$ cat src/rtl/gamma_sched.sv
// Gamma sequencer: runs fixed-length gammas, applies buffered delay configurations
// only at gamma boundaries, and handles start/stop and datapath reset.
module gamma_sched #(
  parameter int GAMMA_CYCLE_WIDTH = 16,
  parameter int N_UNITS           = 4,
  parameter int INIT_CYCLES       = 2,
  localparam int DW               = $clog2(GAMMA_CYCLE_WIDTH)
) (
  input  logic                  aclk,
  input  logic                  grst,
  input  logic                  start,
  input  logic                  stop,
  input  logic                  cfg_valid,
  input  logic [N_UNITS*DW-1:0] cfg_delay,
  output logic                  cfg_ready,
  output logic [N_UNITS*DW-1:0] delay_out,
  output logic [DW-1:0]         phase,
  output logic                  gamma_start,
  output logic                  unit_rst,
  output logic                  running,
  output logic                  cfg_applied,
  output logic [15:0]           gamma_count
);

  localparam int ICW = (INIT_CYCLES > 1) ? $clog2(INIT_CYCLES) : 1;

  typedef enum logic [1:0] {
    S_IDLE,
    S_INIT,
    S_RUN,
    S_STOPPING
  } state_t;

  state_t                state_q, state_d;
  logic [DW-1:0]         phase_q, phase_d;
  logic [N_UNITS*DW-1:0] delay_q, delay_d;
  logic [N_UNITS*DW-1:0] pend_q, pend_d;
  logic                  pend_valid_q, pend_valid_d;
  logic [15:0]           gcount_q, gcount_d;
  logic                  gstart_q, gstart_d;
  logic                  applied_q, applied_d;
  logic                  running_q, running_d;
  logic                  urst_q, urst_d;
  logic [ICW-1:0]        init_cnt_q, init_cnt_d;
  logic                  enter_gamma;
  logic                  last_phase;

  assign cfg_ready   = !pend_valid_q && !grst;
  assign delay_out   = delay_q;
  assign phase       = phase_q;
  assign gamma_start = gstart_q;
  assign unit_rst    = urst_q;
  assign running     = running_q;
  assign cfg_applied = applied_q;
  assign gamma_count = gcount_q;

  // G is a power of two, so the last phase is all ones.
  assign last_phase = &phase_q;

  always_comb begin
    state_d      = state_q;
    phase_d      = phase_q;
    delay_d      = delay_q;
    pend_d       = pend_q;
    pend_valid_d = pend_valid_q;
    gcount_d     = gcount_q;
    gstart_d     = 1'b0;
    applied_d    = 1'b0;
    running_d    = running_q;
    urst_d       = urst_q;
    init_cnt_d   = init_cnt_q;
    enter_gamma  = 1'b0;

    if (cfg_valid && cfg_ready) begin
      pend_d       = cfg_delay;
      pend_valid_d = 1'b1;
    end

    case (state_q)
      S_IDLE: begin
        phase_d   = '0;
        urst_d    = 1'b1;
        running_d = 1'b0;
        if (start && !stop) begin
          state_d    = S_INIT;
          init_cnt_d = '0;
        end
      end
      S_INIT: begin
        if (stop) begin
          state_d = S_IDLE;
        end else if (init_cnt_q == ICW'(INIT_CYCLES - 1)) begin
          state_d     = S_RUN;
          enter_gamma = 1'b1;
        end else begin
          init_cnt_d = init_cnt_q + ICW'(1);
        end
      end
      S_RUN: begin
        phase_d = phase_q + DW'(1);
        if (last_phase) begin
          gcount_d    = gcount_q + 16'd1;
          enter_gamma = 1'b1;
        end
        if (stop) state_d = S_STOPPING;
      end
      S_STOPPING: begin
        phase_d = phase_q + DW'(1);
        if (last_phase) begin
          gcount_d  = gcount_q + 16'd1;
          state_d   = S_IDLE;
          urst_d    = 1'b1;
          running_d = 1'b0;
        end
      end
      default: state_d = S_IDLE;
    endcase

    // Apply uses pend_valid_q, so a config accepted on this same edge waits a gamma.
    if (enter_gamma) begin
      phase_d   = '0;
      gstart_d  = 1'b1;
      urst_d    = 1'b0;
      running_d = 1'b1;
      if (pend_valid_q) begin
        delay_d      = pend_q;
        pend_valid_d = 1'b0;
        applied_d    = 1'b1;
      end
    end
  end

  always_ff @(posedge aclk) begin
    if (grst) begin
      state_q      <= S_IDLE;
      phase_q      <= '0;
      delay_q      <= '0;
      pend_q       <= '0;
      pend_valid_q <= 1'b0;
      gcount_q     <= '0;
      gstart_q     <= 1'b0;
      applied_q    <= 1'b0;
      running_q    <= 1'b0;
      urst_q       <= 1'b1;
      init_cnt_q   <= '0;
    end else begin
      state_q      <= state_d;
      phase_q      <= phase_d;
      delay_q      <= delay_d;
      pend_q       <= pend_d;
      pend_valid_q <= pend_valid_d;
      gcount_q     <= gcount_d;
      gstart_q     <= gstart_d;
      applied_q    <= applied_d;
      running_q    <= running_d;
      urst_q       <= urst_d;
      init_cnt_q   <= init_cnt_d;
    end
  end

endmodule

$ cat config.mk
export PLATFORM = sky130hd
export DESIGN_NAME = gamma_sched
export DESIGN_NICKNAME = d
export VERILOG_FILES = /design/src/rtl/gamma_sched.sv
export SDC_FILE = /design/constraint.sdc
export NUM_CORES = 1
export LEC_CHECK = 0
export BUFFER_PORTS_ARGS = -buffer_cell sky130_fd_sc_hd__buf_2
export CAP_MARGIN = 25
export CORE_ASPECT_RATIO = 1.5
export CORE_MARGIN = 2
export CORE_UTILIZATION = 35
export CTS_CLUSTER_SIZE = 24
export DETAILED_ROUTE_END_ITERATION = 8
export GPL_TIMING_DRIVEN = 0
export PLACE_DENSITY = 0.62
export SETUP_SLACK_MARGIN = 0.15
export SYNTH_ARGS = -nofsm -noshare
export SYNTH_HDL_FRONTEND = slang
export SYNTH_SLANG_ARGS = --single-unit
$ cat constraint.sdc
create_clock -name aclk -period 3.2 [get_ports aclk]
set_input_delay 0.64 -clock aclk [delete_from_list [all_inputs] [get_ports aclk]]
set_output_delay 0.64 -clock aclk [all_outputs]
set_load 0.03 [all_outputs]
==> results.md, run 1 <==
* Max-Cap Viols at 0
* GRT overflow at 0
* Max-slew violation count at 0
* Synth Net Count at 310
* Yosys Warn Count at 0
* Clock sink count at 60
* Filler cells at 715
* Initial Util at between 30% and 40%
* Worst-path clk slew at 0.06 ns
* Pwr Density at 529 nW/um^2
* Main synth FF type: dfxtp_1
* Synth Register Bits at 60
* Max-Slew Margin vs Limit at about three fifths
* Req. time, crit path at 3.40 ns
* Critical Path End Type: flip-flop
* Async set-reset flop share out of synthesis at 0%
* Post-Synthesis Cells at 282
* Commonest non-fill, non-tap cell in the layout: buf_2
* Hold Vio Cnt, Final at 0
* Critical Path AT at 2.35 ns
* Core box area at just over 7000 sq um
* Register area share after synthesis at a little under half
* Post-DRT Antenna Nets at 0
* Die Ht at 108 microns
* Post-synth EDFFs at 0
* Nets at 382
* F_max at 0.465 GHz
* P_leak at 0.00130 uW
* Setup-failing EPs final at 0
* # H-tree levels at 3
* Worst-skew pair later-pin latency at 0.33 ns
* Initial antenna violation count at 0
* Critical Path Fanout Max at 10
* CTS tree: done
* Residual DRC at 0
* Part of the cycle the worst path needs at 67.2%
* Post-route cell area at approximately 3200 sq um
* Worst setup SP type: flip-flop
* Setup TNS at 0 ns
* Most frequent cells in the layout: buf_2, dfxtp_1, nor2_1
* Drt total wl at approximately 5700 microns
* # resized after CTS at 0
* Distinct cell type count after synthesis at 36
* Postcts setup bufs at 0
* Syn Area/Cell at ~9.0 sq um
* Clock skew at 0.00671 ns
* Inserted Diodes at 0
* Worst-Margin Slew at 0.570 ns
* Area growth syn-to-layout at 24.8%
* Worst Hold Class: reg -> reg
* Root Buffer: clkbuf_8
* R2R Setup Slk at 1.05 ns
* Post-layout util at between 40% and 50%
* Cell Area, Synth at between 2000 and 3000 sq um
* Clock Path Buffers at 2
* DP Area at just under 3000 sq um
* Layout cell share with drive strength beyond 1 at 23.7%
* TritonCTS buffer count at 9
* First-pass GRT wire length at 9360 microns
* Placed instance count at 423
* Hold buffer count at CTS at 0
* Vias in the first global route at roughly 2,100
* Drt pass-1 iters at 4
* Row Count at 38
* Die X at ~74 microns
* Initial DRC count at 115
* Non-Filler Instances at 438
* I/O Buffers at 61
* Via-to-Cell Ratio at just under 5
* VDD IR-drop max at 311 uV
* Placer Congestion at 0.797
* Worst path slowest cell: a21oi_2
* Final HPWL DP at 4200 microns
* Outcome: finished clean
* Final worst path period need at 2.15 ns
* Slowest stage delay, CP at 0.52 ns
* Pin count of the biggest net entering global routing at 11
* Avg WL per Cell at 12.9 microns
* Critical-path cell list: inv_1, ha_1, nand4_1, a21oi_2, buf_6, mux2i_1, nor2_1
* Global Route Usage Sum at 15.2%
* DIE AREA at around 8000 sq um
* Ports at 62
* Final total power at 1670 uW
* Kind of critical path: reg -> reg
* Vias at 2,177
* RSZ-0062 raised after global routing: no
==> state kept, by name, summed over array words and instances, names as in the netlist, named ones only <==
name / count
phase: 4
pend_valid_q: 1
init_cnt_q: 1
gamma_count: 16
gamma_start: 1
state_q: 1
cfg_applied: 1
running: 1
delay_out: 16
unit_rst: 1
pend_q: 16
==> where the power goes <==
| group | switching, uW | leakage [uW] | internal, uW |
|---|---|---|---|
| combinational | 73.3 | 0.000707 | 49.2 |
| clock | 287 | 0.000111 | 475 |
| sequential | 19.4 | 0.000487 | 770 |
==> final cells by class <==
| class | count | area [sq um] | share of cell area, % |
|---|---|---|---|
| Buffer | 12 | 53.8 | 1.70 |
| Clock buffer | 11 | 151 | 4.78 |
| Clock inverter | 4 | 72.6 | 2.29 |
| Inverter | 6 | 22.5 | 0.711 |
| Multi-Input combinational cell | 204 | 1260 | 39.8 |
| Sequential cell | 60 | 1200 | 37.9 |
| Tap cell | 80 | 100 | 3.16 |
| Timing Repair Buffer | 61 | 305 | 9.64 |
==> worst paths after layout <==
check	start	to	cells after the start
setup / recovery	state_q[0]$_SDFFE_PP0P_	delay_out[11]$_SDFFE_PP0P_	7
hold / removal	unit_rst$_SDFFE_PP1P_	unit_rst$_SDFFE_PP1P_	2
setup reg to reg	state_q[0]$_SDFFE_PP0P_	delay_out[11]$_SDFFE_PP0P_	7
hold reg to reg	unit_rst$_SDFFE_PP1P_	unit_rst$_SDFFE_PP1P_	2
==> synthesized netlist by cell type, types with 3 or more instances <==
library cell,number,area share [%]
dfxtp_1,60,47
nor2_1,36,5.3
o21ai_0,23,4.5
nand2_1,20,3.0
nand2b_1,20,4.9
mux2i_1,16,6.3
a21oi_1,15,3.0
clkbuf_1,10,1.5
xnor2_1,10,3.5
nand3_1,8,1.6
nand4_1,8,2.0
ha_1,7,3.5
inv_1,6,0.89
nor3_1,6,1.2
or3_1,6,1.5
nor2b_1,3,0.74
nor3b_1,3,0.89
==> layer usage <==
metal  part of all wire (%)  wire length (microns)  up-vias  global-route usage [%]
li1                       -                      -     1115                       -
met1                     43                   2440     1003                    17.8
met2                     50                   2850       55                    25.1
met3                    5.3                    298        4                    5.22
met4                    1.3                     76        0                    6.23
met5                      0                      0        -                       0
==> critical path, delay by kind of cell, from the launching register on <==
| kind | cells | cell delay (ns) |
|---|---|---|
| flip-flops | 1 | 0.38 |
| AND/OR/NAND/NOR | 2 | 0.24 |
| multiplexers | 1 | 0.20 |
| AO/OA/AOI/OAI | 1 | 0.52 |
| buffers and inverters | 2 | 0.37 |
| adder cells (fa/ha/maj) | 1 | 0.31 |
==> cell families after synthesis <==
kind of cell | after synthesis | synth area share (%)
multiplexers | 16 | 6.31
flip-flops | 60 | 47.3
adder cells (fa/ha/maj) | 7 | 3.45
buffers and inverters | 18 | 3.01
AND/OR/NAND/NOR | 121 | 24.9
XOR/XNOR | 11 | 3.80
AO/OA/AOI/OAI | 49 | 11.2
==> stage by stage <==
step | hold slack [ns] | setup slack, ns
2_1_floorplan | 0.449 | 1.22
3_3_place_gp | 0.435 | 0.962
3_5_place_dp | 0.444 | 0.960
4_1_cts | 0.453 | 1.01
5_1_grt | 0.467 | 0.874
6_report | 0.452 | 1.05
Power figures use the tool's default switching activity.
==> run 2, diff against run 1 <==
--- a/config.mk
+++ b/config.mk
@@ -13,7 +13,7 @@
 export CTS_CLUSTER_SIZE = 24
 export DETAILED_ROUTE_END_ITERATION = 8
 export GPL_TIMING_DRIVEN = 0
-export PLACE_DENSITY = 0.62
+export PLACE_DENSITY = 0.64
 export SETUP_SLACK_MARGIN = 0.15
 export SYNTH_ARGS = -nofsm -noshare
 export SYNTH_HDL_FRONTEND = slang
==> constraint.sdc (replaced) <==
create_clock -name aclk -period 1.95 [get_ports aclk]
set_input_delay 0.39 -clock aclk [delete_from_list [all_inputs] [get_ports aclk]]
set_output_delay 0.39 -clock aclk [all_outputs]
set_load 0.03 [all_outputs]
==> run 2 against run 1 <==
- critical path type unchanged
- global-route usage grew 0.14 points
- clock skew grew 0.0037 ns
- first-iteration DRC count shrank 15%
- count of clock-buffer cells in the layout grew 1
- flip-flop and latch count is the same
- cell area grew 1.1%
- cell count grew 1.1%
- worst hold slack lost 0.21 ns
- critical path depth shrank 1
- clock power grew 27%
- highest routed layer unchanged
- total power grew 48%
- largest power group unchanged
- maximum frequency grew 26%
==> results.md, run 2 (same netlist as run 1, synthesis figures left out) <==
* Inserted Diodes at 0 (unchanged)
* R2R Setup Slk at 0.24 ns (was 1.05 ns)
* FF+latch area at 1210 sq um (was 1200 sq um)
* Final worst path period need at 1.71 ns (was 2.15 ns)
* Commonest non-fill, non-tap cell in the layout: buf_2 (unchanged)
* Setup-failing EPs final at 0 (unchanged)
* Worst-skew pair later-pin latency at 0.34 ns (was 0.33 ns)
* Crit path from: state_q[0]$_SDFFE_PP0P_ (unchanged)
* Req. time, crit path at 2.22 ns (was 3.40 ns)
* Worst hold start: cfg_delay[14] (was unit_rst$_SDFFE_PP1P_)
* Setup TNS at 0 ns (unchanged)
* Reg-to-Reg End: gamma_count[11]$_SDFFE_PP0P_ (was delay_out[11]$_SDFFE_PP0P_)
* Initial DRC count at 98 (was 115)
* Critical Path Fanout Max at 7 (was 10)
* Multi-input logic area at 1310 sq um (was 1260 sq um)
* Initial antenna violation count at 0 (unchanged)
* Drt pass-1 iters at 4 (unchanged)
* Logic pwr share at 8.5% (was 7.3%)
* Pwr Density at 776 nW/um^2 (was 529 nW/um^2)
* Sequential share of power at 52.4% (was 47.2%)
* Die Ht at 108 microns (unchanged)
* Clock skew at 0.0104 ns (was 0.00671 ns)
* Max-Slew Margin vs Limit at 66.6% (was 62.0%)
* Worst Hold Class: in -> reg (was reg -> reg)
* Critical Path End Type: flip-flop (unchanged)
* P_leak at 0.00129 uW (was 0.00130 uW)
* F_max at 0.585 GHz (was 0.465 GHz)
* Die X at 73.5 microns (unchanged)
* Vias at 2,226 (was 2,177)
* Hold Vio Cnt, Final at 0 (unchanged)
* GRT overflow at 0 (unchanged)
* # H-tree levels at 3 (unchanged)
* Worst setup SP type: flip-flop (unchanged)
* Vias in the first global route at 2,205 (was 2,078)
* Final hold slack at 0.246 ns (was 0.452 ns)
* Residual DRC at 0 (unchanged)
* Clk network pwr share at 39.1% (was 45.5%)
* TritonCTS buffer count at 9 (unchanged)
* Max-Cap Viols at 0 (unchanged)
* Final HPWL DP at 4180 microns (was 4200 microns)
* Avg WL per Cell at 12.8 microns (was 12.9 microns)
* Initial Util at 35.6% (unchanged)
* Ports at 62 (unchanged)
* Clock Path Buffers at 2 (unchanged)
* Critical-path cell list: inv_4, ha_4, o211ai_4, or3_4, or3_1, a21oi_1 (was inv_1, ha_1, nand4_1, a21oi_2, buf_6, mux2i_1, nor2_1)
* Worst slack, placed at -0.0912 ns (was 0.960 ns)
* Sw Ratio at 25.7% (was 22.7%)
* Final worst slack at 0.240 ns (was 1.05 ns)
* DIE AREA at 7960 sq um (unchanged)
* Kind of critical path: reg -> reg (unchanged)
* I/O Buffers at 61 (unchanged)
* Drt total wl at 5680 microns (was 5670 microns)
* Pin count of the biggest net entering global routing at 11 (unchanged)
* Area growth syn-to-layout at 26.2% (was 24.8%)
* VDD IR-drop max at 422 uV (was 311 uV)
* Via-to-Cell Ratio at 5.02 (was 4.97)
* Min-Delay Endpoint: pend_q[14]$_SDFFE_PP0P_ (was unit_rst$_SDFFE_PP1P_)
* Filler cells at 735 (was 715)
* Row Count at 38 (unchanged)
* Post-DRT Antenna Nets at 0 (unchanged)
* Clock sink count at 60 (unchanged)
* RSZ-0062 raised after global routing: no (unchanged)
* Nets at 386 (was 382)
* Worst-Margin Slew at 0.500 ns (was 0.570 ns)
* CP Buf/Inv Count at 1 (was 2)
* Placer Congestion at 0.801 (was 0.797)
* Worst-path clk slew at 0.07 ns (was 0.06 ns)
* Worst r2r src: state_q[0]$_SDFFE_PP0P_ (unchanged)
* Critical Path AT at 1.98 ns (was 2.35 ns)
* Part of the cycle the worst path needs at 87.7% (was 67.2%)
* Core box area at 7130 sq um (unchanged)
* Global Route Usage Sum at 15.4% (was 15.2%)
* Root Buffer: clkbuf_8 (unchanged)
* Max-slew violation count at 0 (unchanged)
* CTS tree: done (unchanged)
* CP delay by family, top: simple AND/OR/NAND/NOR gates (was compound AO/OA/AOI/OAI gates)
* Outcome: finished clean (unchanged)
* Most frequent cells in the layout: buf_2, dfxtp_1, nor2_1 (unchanged)
* R2R depth at 6 (was 7)
* First-pass GRT wire length at 9410 microns (was 9360 microns)
* Psw at 639 uW (was 379 uW)
* Layout cell share with drive strength beyond 1 at 26.7% (was 23.7%)
* Hold path cells at 3 (was 2)
* Worst path slowest cell: or3_4 (was a21oi_2)
* Int Power at 1840 uW (was 1290 uW)
* Slowest stage delay, CP at 0.44 ns (was 0.52 ns)
-- run 2: changes by cell type in the layout (fill, tap and decap cells not counted), moves of 2 or more --
cell       delta
dfxtp_1       -5
buf_4         +4
dfxtp_2       +4
bufinv_16     -2
clkbuf_1      +2
ha_1          -2
ha_4          +2
-- run 2: repair_timing --
action                                  4_1_cts  5_1_grt
setup buffers                                 1        3
hold endpoints to repair                      0        0
endpoints found under the setup margin       25       17
pin swaps                                     1        3
hold buffers                                  0        0
resized for setup                             6        7
gates cloned                                  0        0
-- run 2: cell type report --
type	count	share of cell area, %
plain buffers	12	1.68
clock inverters	4	0.782
well taps	80	3.13
multi-input cells	204	40.8
repair buffers	65	10.5
clock buffers	12	4.53
inverters	6	0.782
flip-flops and latches	60	37.8
-- run 2: worst max-delay path by stage --
stage | to | slack, ns | cells past startpoint
floorplan | gamma_count[11]$_SDFFE_PP0P_ | 0.16 | 5
global placement | delay_out[11]$_SDFFE_PP0P_ | -0.06 | 7
detailed placement | delay_out[9]$_SDFFE_PP0P_ | -0.09 | 7
CTS | gamma_count[11]$_SDFFE_PP0P_ | 0.16 | 6
global route | gamma_count[10]$_SDFFE_PP0P_ | 0.15 | 5
finish | gamma_count[11]$_SDFFE_PP0P_ | 0.24 | 6
-- run 2: power by group through the flow --
stage | Sequential [uW] | Clock [uW] | Combinational, uW
floorplan | 1320 | 0 | 135
global placement | 1320 | 0 | 200
detailed placement | 1320 | 0 | 203
CTS | 1300 | 1010 | 209
global route | 1310 | 1060 | 239
finish | 1300 | 971 | 212
-- run 2: metrics by stage --
step / instances / power, uW / instance area, sq um / utilization (%)
after floorplan: 282 / 1460 / 2550 / -
after global placement: 423 / 1520 / 2950 / 41.4
after detailed placement: 423 / 1530 / 2950 / 41.4
after CTS: 440 / 2520 / 3160 / 44.3
after global routing: 443 / 2610 / 3200 / 44.9
final: 443 / 2480 / 3200 / 44.9
-- run 2: metal layers --
layer | vias up | wire length (microns) | part of all wire (%) | global-route usage, %
met3 | 11 | 259 | 4.6 | 4.47
met4 | 0 | 132 | 2.3 | 8.83
met5 | - | 0 | 0 | 0
li1 | 1121 | - | - | -
met2 | 53 | 2860 | 50 | 26.1
met1 | 1041 | 2430 | 43 | 16.6
-- run 2: tightest hold or removal path, delay by kind of cell --
family                 cells  cell delay [ns]
buffers and inverters      1             0.07
AND/OR/NAND/NOR            1             0.03
AO/OA/AOI/OAI              1             0.05
